`src/rtl/vga_frame_monitor_if.sv`:
```
// Video bus between a VGA timing/pixel source and the frame monitor.
// The source drives syncs, blanking and colour; the monitor returns recovered coordinates and status.
interface vga_frame_monitor_if;
    logic        hsync;
    logic        vsync;
    logic        blank_b;
    logic [7:0]  red;
    logic [7:0]  green;
    logic [7:0]  blue;
    logic [9:0]  x_rx;
    logic [9:0]  y_rx;
    logic        pix_valid;
    logic        frame_done;
    logic [23:0] frame_sum;
    logic        frame_ok;
    logic        line_err;
    logic        locked;

    modport master (
        output hsync, vsync, blank_b, red, green, blue,
        input  x_rx, y_rx, pix_valid, frame_done, frame_sum, frame_ok, line_err, locked
    );

    modport slave (
        input  hsync, vsync, blank_b, red, green, blue,
        output x_rx, y_rx, pix_valid, frame_done, frame_sum, frame_ok, line_err, locked
    );
endinterface

```
`src/rtl/vga_frame_monitor.sv`:
```
// Receive-side VGA monitor: recovers pixel coordinates, checks line/frame timing,
// signs each frame with a rotate-xor signature and tracks lock over consecutive good frames.
module vga_frame_monitor #(
    parameter int HACTIVE = 640,
    parameter int VACTIVE = 480,
    parameter int HTOTAL  = 800,
    parameter int VTOTAL  = 525
) (
    input  logic               vgaclk,
    input  logic               reset,
    vga_frame_monitor_if.slave bus
);

    localparam logic [11:0] C_HACTIVE = 12'(HACTIVE);
    localparam logic [11:0] C_VACTIVE = 12'(VACTIVE);
    localparam logic [11:0] C_HTOTAL  = 12'(HTOTAL);
    localparam logic [11:0] C_VTOTAL  = 12'(VTOTAL);

    typedef enum logic [1:0] {
        SEARCH,
        ACQUIRE,
        CHECK1,
        LOCKED
    } state_t;

    state_t      r_state;
    state_t      w_state_next;

    logic        r_hs_prev;
    logic        r_vs_prev;
    logic        r_blank_prev;

    logic [11:0] r_hcount_act;
    logic [11:0] r_vcount_act;
    logic [11:0] r_hperiod;
    logic [11:0] r_line_cnt;
    logic        r_hp_valid;
    logic        r_frame_bad;
    logic [23:0] r_sig;

    logic [9:0]  r_x_rx;
    logic [9:0]  r_y_rx;
    logic        r_pix_valid;
    logic        r_frame_done;
    logic [23:0] r_frame_sum;
    logic        r_frame_ok;
    logic        r_line_err;
    logic        r_locked;

    logic        w_hs_fall;
    logic        w_vs_fall;
    logic        w_act_end;
    logic        w_active;
    logic        w_hlen_err;
    logic        w_hper_err;
    logic        w_line_err;
    logic [11:0] w_lines_total;
    logic [11:0] w_act_lines;
    logic        w_frame_good;
    logic        w_frame_done;
    logic [23:0] w_sig_upd;

    function automatic logic [11:0] sat_inc(input logic [11:0] v);
        return (v == 12'hFFF) ? v : v + 12'd1;
    endfunction

    assign w_hs_fall = r_hs_prev & ~bus.hsync;
    assign w_vs_fall = r_vs_prev & ~bus.vsync;
    assign w_act_end = r_blank_prev & ~bus.blank_b;
    assign w_active  = (r_state != SEARCH);

    // The first hs_fall after leaving SEARCH has no trusted reference, hence r_hp_valid.
    assign w_hlen_err = w_active & w_act_end & (r_hcount_act != C_HACTIVE);
    assign w_hper_err = w_active & w_hs_fall & r_hp_valid & (r_hperiod != C_HTOTAL);
    assign w_line_err = w_hlen_err | w_hper_err;

    // Events coinciding with vs_fall still belong to the frame being closed.
    assign w_lines_total = w_hs_fall ? sat_inc(r_line_cnt)   : r_line_cnt;
    assign w_act_lines   = w_act_end ? sat_inc(r_vcount_act) : r_vcount_act;
    assign w_frame_good  = (w_lines_total == C_VTOTAL) && (w_act_lines == C_VACTIVE)
                           && !r_frame_bad && !w_line_err;

    assign w_sig_upd = bus.blank_b ? ({r_sig[22:0], r_sig[23]} ^ {bus.red, bus.green, bus.blue})
                                   : r_sig;

    always_comb begin
        // NOTE: every always_comb output gets a default first, so no path can infer a latch.
        w_state_next = r_state;
        w_frame_done = 1'b0;
        unique case (r_state)
            SEARCH: begin
                if (w_vs_fall) w_state_next = ACQUIRE;
            end
            ACQUIRE: begin
                w_frame_done = w_vs_fall;
                if (w_vs_fall && w_frame_good) w_state_next = CHECK1;
            end
            CHECK1: begin
                w_frame_done = w_vs_fall;
                if (w_vs_fall) w_state_next = w_frame_good ? LOCKED : ACQUIRE;
            end
            LOCKED: begin
                w_frame_done = w_vs_fall;
                if (w_line_err || (w_vs_fall && !w_frame_good)) w_state_next = ACQUIRE;
            end
            default: w_state_next = SEARCH;
        endcase
    end

    always_ff @(posedge vgaclk or posedge reset) begin
        if (reset) begin
            r_state <= SEARCH;
        end else begin
            // NOTE: clocked state uses non-blocking assignments so every register samples pre-edge values.
            r_state <= w_state_next;
        end
    end

    always_ff @(posedge vgaclk or posedge reset) begin
        if (reset) begin
            // NOTE: edge history resets to idle line levels so releasing reset cannot fake an edge.
            r_hs_prev    <= 1'b1;
            r_vs_prev    <= 1'b1;
            r_blank_prev <= 1'b0;
            r_hcount_act <= '0;
            r_vcount_act <= '0;
            r_hperiod    <= '0;
            r_line_cnt   <= '0;
            r_hp_valid   <= 1'b0;
            r_frame_bad  <= 1'b0;
            r_sig        <= '0;
            r_x_rx       <= '0;
            r_y_rx       <= '0;
            r_pix_valid  <= 1'b0;
            r_frame_done <= 1'b0;
            r_frame_sum  <= '0;
            r_frame_ok   <= 1'b0;
            r_line_err   <= 1'b0;
            r_locked     <= 1'b0;
        end else begin
            r_hs_prev    <= bus.hsync;
            r_vs_prev    <= bus.vsync;
            r_blank_prev <= bus.blank_b;

            r_pix_valid <= bus.blank_b & w_active;
            if (bus.blank_b) begin
                r_hcount_act <= sat_inc(r_hcount_act);
                if (w_active) begin
                    r_x_rx <= r_hcount_act[9:0];
                    r_y_rx <= r_vcount_act[9:0];
                end
            end else if (w_act_end) begin
                r_hcount_act <= '0;
            end

            if (w_vs_fall)      r_vcount_act <= '0;
            else if (w_act_end) r_vcount_act <= sat_inc(r_vcount_act);

            r_hperiod <= w_hs_fall ? 12'd1 : sat_inc(r_hperiod);

            if (w_vs_fall)      r_line_cnt <= '0;
            else if (w_hs_fall) r_line_cnt <= sat_inc(r_line_cnt);

            if (!w_active)      r_hp_valid <= 1'b0;
            else if (w_hs_fall) r_hp_valid <= 1'b1;

            if (w_vs_fall || !w_active) r_frame_bad <= 1'b0;
            else if (w_line_err)        r_frame_bad <= 1'b1;

            r_sig <= w_vs_fall ? 24'h0 : w_sig_upd;

            r_frame_done <= w_frame_done;
            if (w_frame_done) begin
                r_frame_sum <= w_sig_upd;
                r_frame_ok  <= w_frame_good;
            end

            r_line_err <= w_line_err;
            r_locked   <= (w_state_next == LOCKED);
        end
    end

    assign bus.x_rx       = r_x_rx;
    assign bus.y_rx       = r_y_rx;
    assign bus.pix_valid  = r_pix_valid;
    assign bus.frame_done = r_frame_done;
    assign bus.frame_sum  = r_frame_sum;
    assign bus.frame_ok   = r_frame_ok;
    assign bus.line_err   = r_line_err;
    assign bus.locked     = r_locked;

endmodule

```
`src/flat_wrapper.sv`:
```
// flat-port wrapper written by rule: the top's interface ports become plain ports
module vga_frame_monitor_flat 
#(
    parameter int HACTIVE = 640,
    parameter int VACTIVE = 480,
    parameter int HTOTAL  = 800,
    parameter int VTOTAL  = 525
)
  (vgaclk, reset, bus_hsync, bus_vsync, bus_blank_b, bus_red, bus_green, bus_blue, bus_x_rx, bus_y_rx, bus_pix_valid, bus_frame_done, bus_frame_sum, bus_frame_ok, bus_line_err, bus_locked);
  vga_frame_monitor_if bus_i ();
  input  logic vgaclk;
  input  logic reset;
  input wire logic [$bits(bus_i.hsync)-1:0] bus_hsync;
  input wire logic [$bits(bus_i.vsync)-1:0] bus_vsync;
  input wire logic [$bits(bus_i.blank_b)-1:0] bus_blank_b;
  input wire logic [$bits(bus_i.red)-1:0] bus_red;
  input wire logic [$bits(bus_i.green)-1:0] bus_green;
  input wire logic [$bits(bus_i.blue)-1:0] bus_blue;
  output wire logic [$bits(bus_i.x_rx)-1:0] bus_x_rx;
  output wire logic [$bits(bus_i.y_rx)-1:0] bus_y_rx;
  output wire logic [$bits(bus_i.pix_valid)-1:0] bus_pix_valid;
  output wire logic [$bits(bus_i.frame_done)-1:0] bus_frame_done;
  output wire logic [$bits(bus_i.frame_sum)-1:0] bus_frame_sum;
  output wire logic [$bits(bus_i.frame_ok)-1:0] bus_frame_ok;
  output wire logic [$bits(bus_i.line_err)-1:0] bus_line_err;
  output wire logic [$bits(bus_i.locked)-1:0] bus_locked;
  assign bus_i.hsync = bus_hsync;
  assign bus_i.vsync = bus_vsync;
  assign bus_i.blank_b = bus_blank_b;
  assign bus_i.red = bus_red;
  assign bus_i.green = bus_green;
  assign bus_i.blue = bus_blue;
  assign bus_x_rx = bus_i.x_rx;
  assign bus_y_rx = bus_i.y_rx;
  assign bus_pix_valid = bus_i.pix_valid;
  assign bus_frame_done = bus_i.frame_done;
  assign bus_frame_sum = bus_i.frame_sum;
  assign bus_frame_ok = bus_i.frame_ok;
  assign bus_line_err = bus_i.line_err;
  assign bus_locked = bus_i.locked;
  vga_frame_monitor #(.HACTIVE(HACTIVE), .VACTIVE(VACTIVE), .HTOTAL(HTOTAL), .VTOTAL(VTOTAL)) u_core (.vgaclk(vgaclk), .reset(reset), .bus(bus_i));
endmodule
```
`config.mk`:
```
export PLATFORM = sky130hd
export DESIGN_NAME = vga_frame_monitor_flat
export DESIGN_NICKNAME = d
export VERILOG_FILES = /design/src/rtl/vga_frame_monitor_if.sv /design/src/rtl/vga_frame_monitor.sv /design/src/flat_wrapper.sv
export SDC_FILE = /design/constraint.sdc
export NUM_CORES = 1
export LEC_CHECK = 0
export ABC_AREA = 1
export CORE_MARGIN = 5
export CORE_UTILIZATION = 40
export CTS_BUF_LIST = sky130_fd_sc_hd__clkbuf_2 sky130_fd_sc_hd__clkbuf_4 sky130_fd_sc_hd__clkbuf_8
export DETAILED_ROUTE_END_ITERATION = 6
export GPL_ROUTABILITY_DRIVEN = 0
export PLACE_DENSITY_LB_ADDON = 0.2
export SYNTH_ARGS = -nofsm -noshare
export SYNTH_HDL_FRONTEND = slang
export SYNTH_SLANG_ARGS = --single-unit
```
`constraint.sdc`:
```
create_clock -name vgaclk -period 10.4 [get_ports vgaclk]
set_input_delay 1.04 -clock vgaclk [delete_from_list [all_inputs] [get_ports vgaclk]]
set_output_delay 1.04 -clock vgaclk [all_outputs]
set_load 0.02 [all_outputs]
```
==> results.toml <==
[run_status]
outcome = "complete, no violations"

[drt]
wl_per_cell_um = 13.0
ant_nets = 0
drc_errors = 0
first_pass_iters = 6
vias_per_cell = 4.85
drt_wl_total_mm = 13.7
drt_iter0_drc = 414
via_count = 5125

[grt]
antenna_found_initial = 0
grt_pass1_wl_mm = 23.6
grt-ovfl-total = 0
grt_usage = 0.158
grt_max_degree = 75
grt_pass1_vias = 5064

[sta]
fin_ws_ns = 7.51
clock.fmax_mhz = 347
finalSetupViolations = 0
fin_crit_sh = 0.277
timing.setup.tns_ns = 0
finalHoldViolCount = 0
fin_crit_ns = 2.89
final_max_slew_viol_count = 0
worst_slew_pin_slew_ns = 0.902
rsz0062_at_grt = "no"
finClkSkew_ns = 0.0107
max_slew_margin = 0.398

[logic_synthesis]
avgSynthCellArea_um2 = 8.32
yosysWarnings = 0
yosys-top-cells-count = "181 x nand2_1, 126 x dfrtp_1, 83 x inv_1"
synth-seq-area-share = 0.511
synth_seq_cells = 128
synth_edf_count = 0
synthFlopType = "dfrtp_1"
yosysMostFrequentCell = "nand2_1"
synth_fp_nets = 790
synth_top_area_share = 0.502
yosysUniqueCellTypes = 43
async_reset_ff_frac = 1.00
syn_area_mm2 = 0.00628
netlist_top_cells_area = "dfrtp_1 50%, nand2_1 11%, o21ai_0 6.3%, inv_1 5.0%, nor2_1 4.7%"
synthCells = 755
synth_area_leader_cell = "dfrtp_1"

[cells_and_area]
finalNetCount = 867
fin_util = 0.505
diodes = 0
area_growth_pct = 23.1
layout-drive-gt1-share = 0.0888
finalNonFillerCells = 1056

[die]
die_h_um = 135
floorplan.initialDensity = 0.410
die_area_mm2 = 0.0183
dieWidth_um = 135
io_pins = 78
fp.coreArea_mm2 = 0.0153
rows = 45

[critical_path]
critPathRequiredTime_ns = 10.68
arrival_ns = 3.17
setup.worst_path.end_class = "flop"
worstSetupPathType = "input pin to flop"
cp_max_fo = 48
rr_worst_depth = 9
cp-endpoint = "u_core.bus.frame_sum[7]"
cp-startpoint = "bus_vsync"
worstSetupStartpointType = "input pin"
r2r-start = "u_core.r_vs_prev"
worst-r2r-setup-slack_ns = 8.07
r2r-end = "u_core.bus.frame_sum[7]"

[pwr]
p_leak_uw = 0.00359
peakVddDrop_v = 0.000106
power.density_mw_per_mm2 = 175
total_power_uw = 1360

[clocking]
clk_pin_slew_ns = 0.07
clockRootBuffer = "clkbuf_8"
cts_buffers = 17
h-tree-depth = 4
clk_latency_ns = 0.42
post_cts_buffers = 0
clock_path_buffers = 2
cts_tree = "yes"
cts_resized = 0
clock_sinks = 128
cts-hold-fix-buffers = 0

[min_path]
hold_class = "flop to flop"

[placed_design]
dp_cells = 1024
dp_slack_ns = 7.02
port-buffer-count = 77
dp_hpwl_mm = 9.88

[job]
drv_cap = 0
==> cell families (layout without fill, tap and decap cells) <==
group / count (synthesis) / count (layout) / share of synthesized area
fa+ha+maj: 6 / 6 / 0.0120
flops: 128 / 128 / 0.511
simple gates: 355 / 355 / 0.255
xor+xnor: 34 / 34 / 0.0474
compound gates: 122 / 122 / 0.106
buf+inv: 110 / 200 / 0.0692
==> critical path: stages <==
cell and delay [ns]:
clkdlybuf4s50_1 0.46, nor2_4 0.12, buf_4 0.44, inv_1 0.28
nor2_1 0.29, inv_1 0.07, buf_4 0.27, nand2_1 0.10
o21ai_0 0.09
==> state kept, by name, summed over array words and instances, names as in the netlist, 2 cells and up <==
name                  count
u_core.bus.frame_sum     24
u_core.r_line_cnt        12
u_core.r_hcount_act      12
u_core.bus.y_rx          10
u_core.r_vcount_act      12
u_core.r_sig             24
u_core.bus.x_rx          10
u_core.r_state            2
u_core.r_hperiod         12
==> layout by cell type (no fill, tap or decap), types with 7 or more instances in the layout <==
cell type	Yosys	routed
dfrtp_1	126	126
xor2_1	7	7
o21ai_1	8	8
nand2_1	181	181
nand3_1	37	37
clkbuf_8	0	19
a21oi_1	14	14
nor2_1	79	79
xnor2_1	27	27
nor3_1	10	10
clkdlybuf4s50_1	0	76
nor2_2	8	8
nand4_1	11	11
o21ai_0	79	79
inv_1	83	82
nand2_2	9	9
o22ai_1	8	8
==> layer usage <==
| metal | vias to the layer above | track usage | wire length (um) |
|---|---|---|---|
| met2 | 120 | 0.249 | 6220 |
| li1 | 2584 | - | - |
| met4 | 0 | 0.0459 | 133 |
| met5 | - | 0 | 0 |
| met1 | 2412 | 0.209 | 6550 |
| met3 | 9 | 0.0501 | 840 |
==> where the power goes <==
| part | total, uW | internal [uW] | switching, uW |
|---|---|---|---|
| registers | 599 | 554 | 45.1 |
| clock network | 519 | 323 | 196 |
| logic | 238 | 107 | 131 |
| total | 1360 | 984 | 372 |
==> worst min path at each step <==
stage                        start             endpoint  slack [ns]  cells after the start
3_3_place_gp    u_core.bus.y_rx[7]   u_core.bus.y_rx[7]        0.47                      2
6_report        u_core.bus.y_rx[3]   u_core.bus.y_rx[3]        0.48                      2
2_1_floorplan  u_core.r_hperiod[9]  u_core.r_hperiod[9]        0.46                      1
3_5_place_dp    u_core.bus.y_rx[7]   u_core.bus.y_rx[7]        0.47                      2
5_1_grt         u_core.bus.y_rx[1]   u_core.bus.y_rx[1]        0.51                      2
4_1_cts         u_core.bus.y_rx[3]   u_core.bus.y_rx[3]        0.49                      2
==> stage by stage <==
step           cell area, um^2  hold WS (ns)
5_1_grt                   7730         0.511
2_1_floorplan             6280         0.464
3_5_place_dp              7240         0.472
4_1_cts                   7730         0.489
3_3_place_gp              7240         0.465
6_report                  7730         0.481
==> final cells by class <==
type | instances | area, um^2
flip-flops and latches | 128 | 3210
fillers | 1469 | 7580
inverters | 88 | 340
well taps | 211 | 264
clock buffers | 19 | 262
clock inverters | 13 | 233
repair buffers | 80 | 788
multi-input cells | 517 | 2640
Power figures use the tool's default switching activity.
